File: src/rtl/conv_sum_tree.sv
// conv_sum_tree
//   Pipelined 9-input adder tree followed by a channel accumulator. Each
//   accepted beat carries nine signed 16-bit products of one 3x3 window.
//   The block adds them, accumulates across ch_num channels starting from a
//   bias, and emits one saturated (optionally ReLU-clamped) 16-bit result
//   per group. A global stall freezes every register in the block.
//
// Ports
//   clk        rising-edge clock
//   rst        synchronous active-high reset (priority over stall)
//   stall      freezes all state while high
//   in_valid   beat qualifier for mul_result
//   mul_result 9 x HWORD signed products
//   bias       signed bias, latched on the first beat of a group
//   ch_num     channels per group, latched on the first beat (0 acts as 1)
//   relu_en    ReLU enable, latched on the first beat of a group
//   out_valid  result qualifier (consumer qualifies with !stall)
//   out_data   signed saturated result
//   busy       group in progress or pipeline occupied
module conv_sum_tree #(
  parameter int ACC_W = 28,
  parameter int CH_W  = 8,
  parameter int HWORD = 16
) (
  input  logic                  clk,
  input  logic                  rst,
  input  logic                  stall,
  input  logic                  in_valid,
  input  logic [8:0][HWORD-1:0] mul_result,
  input  logic [15:0]           bias,
  input  logic [CH_W-1:0]       ch_num,
  input  logic                  relu_en,
  output logic                  out_valid,
  output logic [15:0]           out_data,
  output logic                  busy
);

  localparam logic signed [ACC_W-1:0] SAT_MAX = ACC_W'(32767);
  localparam logic signed [ACC_W-1:0] SAT_MIN = ~SAT_MAX;  // -32768

  // ---------------------------------------------------------------------
  // Input side: group parameters are taken from the ports on the first
  // beat of a group and then attached to every beat of that group, so the
  // accumulator always sees the parameters of the group it is working on,
  // even when the next group has already started entering the tree.
  // ---------------------------------------------------------------------
  logic [CH_W-1:0] in_cnt_reg;
  logic [15:0]     grp_bias_reg;
  logic [CH_W-1:0] grp_ch_reg;
  logic            grp_relu_reg;

  logic            in_first;
  logic            in_last;
  logic [CH_W-1:0] ch_eff;
  logic [15:0]     beat_bias;
  logic [CH_W-1:0] beat_ch;
  logic            beat_relu;

  assign in_first  = (in_cnt_reg == '0);
  assign ch_eff    = (ch_num == '0) ? CH_W'(1) : ch_num;
  assign beat_bias = in_first ? bias    : grp_bias_reg;
  assign beat_ch   = in_first ? ch_eff  : grp_ch_reg;
  assign beat_relu = in_first ? relu_en : grp_relu_reg;
  assign in_last   = (in_cnt_reg == beat_ch - CH_W'(1));

  // ---------------------------------------------------------------------
  // Adder tree: 17-bit pair sums, 18-bit quad sums, 20-bit total.
  // ---------------------------------------------------------------------
  logic             v1_reg, v2_reg, v3_reg;
  logic [16:0]      s1_sum_reg [4];
  logic [15:0]      s1_p8_reg;
  logic [17:0]      s2_sum_reg [2];
  logic [15:0]      s2_p8_reg;
  logic [19:0]      s3_sum_reg;

  logic [16:0]      s1_sum_next [4];
  logic [17:0]      s2_sum_next [2];
  logic [19:0]      s3_sum_next;

  // Group parameters riding alongside the beats through S1..S3.
  logic [15:0]      bias_pipe_reg [3];
  logic [CH_W-1:0]  ch_pipe_reg   [3];
  logic             relu_pipe_reg [3];

  genvar gi;
  generate
    for (gi = 0; gi < 4; gi++) begin : g_s1
      assign s1_sum_next[gi] = {mul_result[2*gi][HWORD-1],   mul_result[2*gi]}
                             + {mul_result[2*gi+1][HWORD-1], mul_result[2*gi+1]};
    end
    for (gi = 0; gi < 2; gi++) begin : g_s2
      assign s2_sum_next[gi] = {s1_sum_reg[2*gi][16],   s1_sum_reg[2*gi]}
                             + {s1_sum_reg[2*gi+1][16], s1_sum_reg[2*gi+1]};
    end
  endgenerate

  assign s3_sum_next = {{2{s2_sum_reg[0][17]}}, s2_sum_reg[0]}
                     + {{2{s2_sum_reg[1][17]}}, s2_sum_reg[1]}
                     + {{4{s2_p8_reg[15]}},     s2_p8_reg};

  // Datapath registers carry no reset: the valid bits qualify them.
  always_ff @(posedge clk) begin
    if (!stall) begin
      s1_sum_reg       <= s1_sum_next;
      s1_p8_reg        <= mul_result[8];
      s2_sum_reg       <= s2_sum_next;
      s2_p8_reg        <= s1_p8_reg;
      s3_sum_reg       <= s3_sum_next;
      bias_pipe_reg[0] <= beat_bias;
      ch_pipe_reg[0]   <= beat_ch;
      relu_pipe_reg[0] <= beat_relu;
      for (int i = 1; i < 3; i++) begin
        bias_pipe_reg[i] <= bias_pipe_reg[i-1];
        ch_pipe_reg[i]   <= ch_pipe_reg[i-1];
        relu_pipe_reg[i] <= relu_pipe_reg[i-1];
      end
      if (in_valid && in_first) begin
        grp_bias_reg <= bias;
        grp_ch_reg   <= ch_eff;
        grp_relu_reg <= relu_en;
      end
    end
  end

  // ---------------------------------------------------------------------
  // Accumulator stage
  // ---------------------------------------------------------------------
  logic [CH_W-1:0]         cnt_reg;
  logic [ACC_W-1:0]        acc_reg;
  logic [ACC_W-1:0]        acc_base;
  logic signed [ACC_W-1:0] acc_next;
  logic                    acc_last;
  logic [15:0]             sat_val;
  logic [15:0]             res_val;

  assign acc_base = (cnt_reg == '0)
                  ? {{(ACC_W-16){bias_pipe_reg[2][15]}}, bias_pipe_reg[2]}
                  : acc_reg;
  assign acc_next = acc_base + {{(ACC_W-20){s3_sum_reg[19]}}, s3_sum_reg};
  assign acc_last = (cnt_reg == ch_pipe_reg[2] - CH_W'(1));

  always_comb begin
    sat_val = acc_next[15:0];
    if (acc_next > SAT_MAX) begin
      sat_val = 16'h7FFF;
    end else if (acc_next < SAT_MIN) begin
      sat_val = 16'h8000;
    end
  end

  // ReLU acts on the already saturated value.
  assign res_val = (relu_pipe_reg[2] && sat_val[15]) ? 16'h0000 : sat_val;

  always_ff @(posedge clk) begin
    if (rst) begin
      v1_reg     <= 1'b0;
      v2_reg     <= 1'b0;
      v3_reg     <= 1'b0;
      in_cnt_reg <= '0;
      cnt_reg    <= '0;
      acc_reg    <= '0;
      out_valid  <= 1'b0;
      out_data   <= '0;
    end else if (!stall) begin
      v1_reg    <= in_valid;
      v2_reg    <= v1_reg;
      v3_reg    <= v2_reg;
      out_valid <= 1'b0;
      if (in_valid) begin
        in_cnt_reg <= in_last ? '0 : in_cnt_reg + CH_W'(1);
      end
      if (v3_reg) begin
        acc_reg <= acc_next;
        if (acc_last) begin
          cnt_reg   <= '0;
          out_valid <= 1'b1;
          out_data  <= res_val;
        end else begin
          cnt_reg <= cnt_reg + CH_W'(1);
        end
      end
    end
  end

  assign busy = (cnt_reg != '0) | v1_reg | v2_reg | v3_reg;

endmodule

File: config.mk
export PLATFORM = sky130hd
export DESIGN_NAME = conv_sum_tree
export DESIGN_NICKNAME = d
export VERILOG_FILES = /design/src/rtl/conv_sum_tree.sv
export SDC_FILE = /design/constraint.sdc
export NUM_CORES = 1
export LEC_CHECK = 0
export ABC_AREA = 1
export CAP_MARGIN = 20
export CORE_AREA = 10 10 236 148
export CTS_BUF_LIST = sky130_fd_sc_hd__clkbuf_16
export CTS_CLUSTER_SIZE = 14
export DETAILED_ROUTE_END_ITERATION = 12
export DIE_AREA = 0 0 246 158
export PLACE_DENSITY = 0.95
export SLEW_MARGIN = 20
export SYNTH_ARGS = -nofsm -noshare
export SYNTH_HDL_FRONTEND = slang
export SYNTH_SLANG_ARGS = --single-unit
File: constraint.sdc
create_clock -name clk -period 19 [get_ports clk]
set_input_delay 2.85 -clock clk [delete_from_list [all_inputs] [get_ports clk]]
set_output_delay 2.85 -clock clk [all_outputs]
set_load 0.005 [all_outputs]
==> flow_summary_export.csv, run 1 <==
group,metric,value,unit
run_status,status,"completed",
place,gp_congestion,0.957,
sta,fmax,181,MHz
logic_synthesis,syn_area_per_cell,9.21,sq um
power_and_ir_drop,p_sw_frac,0.419,
floorplan,pin_count,191,
finish,layout-drive-gt1-share,0.0539,
worst_setup_path,arrival,6.04,ns
sta,drv_slew,0,
global_routing,grt_overflow_total,0,
finish,nFillCells,2085,
worst_setup_path,setup.worst_path.end_class,"flop",
global_routing,grt_antenna_before_repair,5,
logic_synthesis,ys_seq_area_frac,0.472,
clock_tree,cts_setup_buffers,0,
power_and_ir_drop,pwr-share-comb,0.467,
sta,fin_crit,5.53,ns
route,wl_per_cell,18.6,um
worst_setup_path,worstReg2RegStart,"cnt_reg[0]$_SDFFE_PP0P_",
logic_synthesis,syn_nets,2413,
power_and_ir_drop,p_sw,0.00120,W
logic_synthesis,ys_ff_latch,320,
power_and_ir_drop,leakagePower,10.0,nW
clock_tree,path_clk_slew,0.07,ns
floorplan,die_h,158,um
finish,final_common_cell,"nand2_1",
floorplan,die_area,38900,sq um
floorplan,core,30700,sq um
power_and_ir_drop,ir_drop,0.0812,mV
sta,relSlewSlack,0.398,
worst_setup_path,path_class,"primary input to flop",
worst_setup_path,required,19.51,ns
global_routing,grt_max_degree,98,
clock_tree,clkLatencyLatePin,0.58,ns
route,dr.pass1.iters,6,
sta,min_period_over_period,0.291,
logic_synthesis,yosysTopAreaCellShare,0.404,
logic_synthesis,synth.distinct_cells,55,
finish,layout.nets,2607,
clock_tree,postCtsHoldBufs,0,
power_and_ir_drop,internal_power,0.00167,W
route,drt_iter0_drc,1819,
route,vias,15200,
logic_synthesis,dominantRegCellSynth,"edfxtp_1",
clock_tree,cts_made_buffers,29,
run,cap_violations,0,
finish,largest_reg_flops,68,
finish,final_cell_mix,"nand2_1, inv_1, edfxtp_1, clkdlybuf4s50_1, ha_1",
logic_synthesis,post-synth-top-area-cell,"edfxtp_1",
route,postRouteAntennaNets,0,
place,placed_cells,2643,
global_routing,grt_use_total,0.259,
clock_tree,cts_root_buf,"clkbuf_16",
logic_synthesis,yosysWarningCount,0,
logic_synthesis,synth_edf_count,256,
power_and_ir_drop,clkPwrFrac,0.194,
floorplan,initial_core_util,0.619,
place,hpwlAfterDp,39.8,mm
worst_setup_path,start_kind,"primary input",
sta,finalSetupViolations,0,
sta,rsz0062_at_grt,"no",
floorplan,die_x,246,um
power_and_ir_drop,p_seq_frac,0.340,
route,routed_via_density,5.63,
worst_setup_path,critPathMaxFanout,97,
route,drt-total-wl,50.3,mm
finish,finalNonFillerCells,2699,
logic_synthesis,synth.area.top_cells,"edfxtp_1, nand2_1, ha_1, dfxtp_1, inv_1",
power_and_ir_drop,powerDensity,129,nW/um^2
clock_tree,cts_buffer_depth,3,
global_routing,first_global_vias,14900,
worst_hold_path,holdCritStartpoint,"ch_pipe_reg[0][13]$_DFFE_PN_",
place,io_buffers,190,
finish,area_growth,16.8,%
clock_tree,htree_num_levels,1,
global_routing,grt_pass1_wl,79.9,mm
logic_synthesis,netlist_area,19000,sq um
sta,fin_worst_skew,0.0140,ns
sta,worst_pin_slew,0.904,ns
sta,finalHoldViolCount,0,
clock_tree,cts_sinks,320,
route,drc,0,
clock_tree,cts.repair.resized,0,
clock_tree,tritoncts,"built",
logic_synthesis,synth_cells,2064,
worst_hold_path,hold_path_class,"flop to flop",
floorplan,placementRows,50,
sta,fin_tns_setup,0,ns
logic_synthesis,synthArstFlopShare,0,
worst_setup_path,crit_start,"stall",
## synth_stat cells, types with 10 or more instances
master,count
nand2_1,501
inv_1,258
edfxtp_1,256
ha_1,150
a21oi_1,149
nor2_1,127
xor2_1,97
nand3_1,85
o21ai_0,78
dfxtp_1,64
xnor2_1,39
nand2_2,28
fa_1,26
clkbuf_1,24
nor3_1,23
nand4_1,18
inv_2,17
o21ai_1,10
## metrics by stage
step | total power (W) | util | setup slack (ns) | hold WS [ns] | instance area [sq um]
floorplan | 0.00189 | - | 7.98 | 0.400 | 19000
global route | 0.00305 | 0.723 | 13.05 | 0.423 | 22200
finish | 0.00287 | 0.723 | 13.47 | 0.418 | 22200
detailed placement | 0.00227 | 0.694 | 12.93 | 0.405 | 21300
CTS | 0.00284 | 0.723 | 13.48 | 0.415 | 22200
global placement | 0.00223 | 0.694 | 13.10 | 0.401 | 21300
## power groups by stage
stage | clock network, W | logic [W] | registers (W)
6_report | 0.000556 | 0.00134 | 0.000975
2_1_floorplan | 0 | 0.000925 | 0.000964
4_1_cts | 0.000558 | 0.00130 | 0.000975
3_5_place_dp | 0 | 0.00128 | 0.000989
5_1_grt | 0.000588 | 0.00148 | 0.000984
3_3_place_gp | 0 | 0.00124 | 0.000984
## critical path, cell delays in order
cell             delay (ns)
clkdlybuf4s50_1        0.66
inv_8                  0.28
nand2_1                0.13
buf_4                  0.34
clkinv_1               0.63
nand3_1                0.27
nand2_1                0.12
inv_1                  0.50
nand2_1                0.12
nand2_1                0.11
## worst paths after layout
kind	to	slack (ns)	cells after the start
setup reg to reg	out_data[10]$_SDFFE_PP0P_	14.47	25
hold / removal	ch_pipe_reg[0][21]$_DFFE_PN_	0.42	0
setup / recovery	out_data[9]$_SDFFE_PP0P_	13.47	10
hold reg to reg	ch_pipe_reg[0][21]$_DFFE_PN_	0.42	0
## final cells by class
type / instances / area [sq um] / area share
sequential: 320 / 8970 / 0.404
multi-input combinational: 1435 / 8840 / 0.398
timing repair buffer: 195 / 1940 / 0.0873
inverter: 277 / 1050 / 0.0472
clock buffer: 31 / 776 / 0.0349
tap: 416 / 520 / 0.0234
clock inverter: 23 / 113 / 0.00507
antenna: 2 / 5.00 / 0.000225
## layer usage
layer,global-route usage,share of wire,wire length (um)
met3,0.0655,0.11,5440
met5,0,0.00058,29
met4,0.0536,0.017,858
met1,0.375,0.45,22400
met2,0.384,0.43,21600
## cells by family after synthesis
family	count (synthesis)	synth area share
compound gates	297	0.0864
xor+xnor	138	0.0653
fa+ha+maj	176	0.126
buf+inv	309	0.0637
flops	320	0.472
simple gates	824	0.187
(Power assumes the default switching activity.)
==> inputs of run 2 (changes only) <==
--- a/config.mk
+++ b/config.mk
@@ -7,12 +7,12 @@
 export LEC_CHECK = 0
 export ABC_AREA = 1
 export CAP_MARGIN = 20
-export CORE_AREA = 10 10 236 148
+export CORE_AREA = 10 10 256 160
 export CTS_BUF_LIST = sky130_fd_sc_hd__clkbuf_16
 export CTS_CLUSTER_SIZE = 14
 export DETAILED_ROUTE_END_ITERATION = 12
-export DIE_AREA = 0 0 246 158
-export PLACE_DENSITY = 0.95
+export DIE_AREA = 0 0 266 170
+export PLACE_DENSITY = 0.88
 export SLEW_MARGIN = 20
 export SYNTH_ARGS = -nofsm -noshare
 export SYNTH_HDL_FRONTEND = slang
==> constraint.sdc (replaced) <==
create_clock -name clk -period 4.6 [get_ports clk]
set_input_delay 0.69 -clock clk [delete_from_list [all_inputs] [get_ports clk]]
set_output_delay 0.69 -clock clk [all_outputs]
set_load 0.005 [all_outputs]
==> run 2 against run 1 <==
Power grew to 4.0 times the previous value; sequential share of layout area down 0.41 points; via count down 1.7%; critical path type is now flop to flop; highest routed layer is now met4; wire length fell by 3.9%; first-iteration DRC count is 5.6% lower; final area rose by 1.0%; final cell count up 2.2%; worst hold slack worse by 0.00051 ns; clock power rose to 4.0 times the previous value; die area is 16% higher; critical path depth increased by 16; largest cell class is now multi-input gates.
==> flow_summary_export.csv, run 2 (synthesis results as in run 1) <==
group,metric,value,unit
run_status,status,"completed",
global_routing,grt_use_total,0.209,
sta,fmax,252,MHz
power_and_ir_drop,leakagePower,10.0,nW
floorplan,die_area,45200,sq um
worst_setup_path,arrival,4.45,ns
sta,finalSetupViolations,0,
worst_setup_path,max_stage_delay,0.36,ns
floorplan,core,36100,sq um
finish,area_growth,18.0,%
worst_setup_path,r2r_end,"out_data[2]$_SDFFE_PP0P_",
clock_tree,tritoncts,"built",
power_and_ir_drop,powerDensity,517,nW/um^2
route,postRouteAntennaNets,0,
worst_setup_path,required,5.07,ns
worst_setup_path,reg2reg_depth,26,
clock_tree,clkLatencyLatePin,0.58,ns
finish,layout.nets,2608,
worst_hold_path,holdCritStartpoint,"bias_pipe_reg[0][21]$_DFFE_PN_",
sta,relSlewSlack,0.277,
clock_tree,cts_sinks,320,
sta,fin_tns_setup,0,ns
floorplan,initial_core_util,0.527,
global_routing,grt_use_met1,0.304,
route,wl_per_cell,17.5,um
floorplan,die_x,266,um
worst_hold_path,hold_depth,0,
worst_setup_path,setup.worst_path.end_class,"flop",
route,drc,0,
finish,regArea,8970,sq um
sta,finalHoldViolCount,0,
sta,worst_pin_slew,1.08,ns
sta,whs,0.417,ns
route,vias,15000,
finish,largest_reg_flops,68,
power_and_ir_drop,ir_drop,0.297,mV
clock_tree,cts_buffer_depth,3,
global_routing,busiest_layer,"met2",
sta,min_period_over_period,0.864,
worst_setup_path,critPathMaxFanout,38,
sta,rsz0062_at_grt,"no",
route,dr.pass1.iters,8,
global_routing,grt_max_degree,203,
floorplan,pin_count,191,
worst_setup_path,start_kind,"flop",
global_routing,grt_pass1_wl,76.5,mm
clock_tree,cts_made_buffers,29,
floorplan,die_h,170,um
route,drt-total-wl,48.3,mm
finish,layout-drive-gt1-share,0.0714,
clock_tree,htree_num_levels,1,
worst_setup_path,path_class,"flop to flop",
worst_setup_path,crit_path_frequent_cell,"nand2_1",
sta,fin_crit,3.98,ns
worst_setup_path,critPathTopFamily,"simple AND/OR/NAND/NOR gates",
route,drt_iter0_drc,1717,
place,gp_congestion,0.981,
global_routing,grt_antenna_before_repair,1,
worst_setup_path,worst-path-stages,26,
global_routing,grtUsageMet2,0.320,
place,hpwlAfterDp,38.1,mm
worst_setup_path,crit_path_top_delay_cell,"dfxtp_1",
clock_tree,path_clk_slew,0.06,ns
worst_setup_path,crit_buf_inv,3,
finish,nFillCells,2861,
finish,final_cell_mix,"nand2_1, inv_1, edfxtp_1, clkdlybuf4s50_1, ha_1",
sta,fin_worst_skew,0.0134,ns
run,cap_violations,0,
worst_setup_path,r2r_setup_slack,0.62,ns
worst_hold_path,whs_endpoint,"bias_pipe_reg[0][37]$_DFFE_PN_",
finish,final_common_cell,"nand2_1",
global_routing,grt_overflow_total,0,
route,routed_via_density,5.42,
floorplan,placementRows,54,
clock_tree,cts_root_buf,"clkbuf_16",
sta,drv_slew,0,
worst_setup_path,worstReg2RegStart,"cnt_reg[0]$_SDFFE_PP0P_",
clock_tree,postCtsHoldBufs,0,
place,io_buffers,190,
global_routing,first_global_vias,14500,
finish,multiInputGateArea,9000,sq um
worst_hold_path,hold_path_class,"flop to flop",
global_routing,use_met3,0.0420,
## run 2: cell types whose count changed in the layout (fill, tap and decap cells not counted), moves of 3 or more
cell / before / now
a21oi_1: 149 / 134
clkinv_1: 7 / 4
nand3_2: 5 / 22
o21ai_1: 10 / 30
o21ai_0: 78 / 58
nand3_1: 85 / 68
a21oi_2: 0 / 15
## run 2: how the worst max path moves through the flow
stage / startpoint / to / slack (ns)
after floorplan: stall / grp_bias_reg[0]$_DFFE_PP_ / -0.66
after global placement: cnt_reg[0]$_SDFFE_PP0P_ / out_data[3]$_SDFFE_PP0P_ / 0.54
after detailed placement: cnt_reg[0]$_SDFFE_PP0P_ / out_data[2]$_SDFFE_PP0P_ / 0.46
after CTS: cnt_reg[0]$_SDFFE_PP0P_ / out_data[4]$_SDFFE_PP0P_ / 0.42
after global routing: cnt_reg[0]$_SDFFE_PP0P_ / out_data[2]$_SDFFE_PP0P_ / 0.18
final: cnt_reg[0]$_SDFFE_PP0P_ / out_data[2]$_SDFFE_PP0P_ / 0.62
## run 2: metal layers
layer / wire, um / up-vias / part of all wire
li1: - / 7277 / -
met2: 20900 / 586 / 0.43
met4: 867 / 0 / 0.018
met1: 22300 / 7018 / 0.46
met5: 0 / - / 0
met3: 4320 / 70 / 0.089
## run 2: metrics by stage
step / worst slack [ns] / std cells / cell area [sq um] / utilization / total power (W)
finish: 0.625 / 2759 / 22400 / 0.622 / 0.0116
global route: 0.176 / 2758 / 22400 / 0.622 / 0.0123
CTS: 0.424 / 2758 / 22400 / 0.622 / 0.0115
detailed placement: 0.455 / 2704 / 21600 / 0.598 / 0.00926
global placement: 0.537 / 2703 / 21600 / 0.598 / 0.00906
floorplan: -0.665 / 2064 / 19200 / - / 0.00786
## run 2: report_power, final
part | total [W] | switching, W | internal [W]
registers | 0.00404 | 0.000256 | 0.00378
logic | 0.00535 | 0.00345 | 0.00189
clock network | 0.00222 | 0.00107 | 0.00115
## run 2: what timing repair did
item,CTS,global route
resized for setup,0,4
buffers inserted,0,0
setup endpoints to repair,0,14
## run 2: final cells by class
class	instances	share of cell area
clock buffer	29	0.0323
antenna	1	0.000112
tap	476	0.0265
timing repair buffer	196	0.0877
multi-input combinational	1435	0.401
sequential	320	0.400
inverter	277	0.0467
clock inverter	25	0.00563
## run 2: worst reg2reg max path: stages (launching register included)
cell and delay (ns):
dfxtp_1 0.36, inv_1 0.09, ha_1 0.15, nand2_1 0.05, nor2_1 0.16, nand2_4 0.13
inv_4 0.33, nand2_1 0.15, o21ai_1 0.21, ha_1 0.35, or2_1 0.29, nand3_1 0.10
nand2_1 0.14, nand2_1 0.11, nand2_1 0.12, nand2_1 0.12, nand2_1 0.06, nand2_1 0.05
nand2_1 0.06, inv_1 0.07, nand2_1 0.07, nor2_1 0.10, nand2_1 0.06, nand2_2 0.26
nand2_1 0.13, nand3_2 0.08, nand2_1 0.06
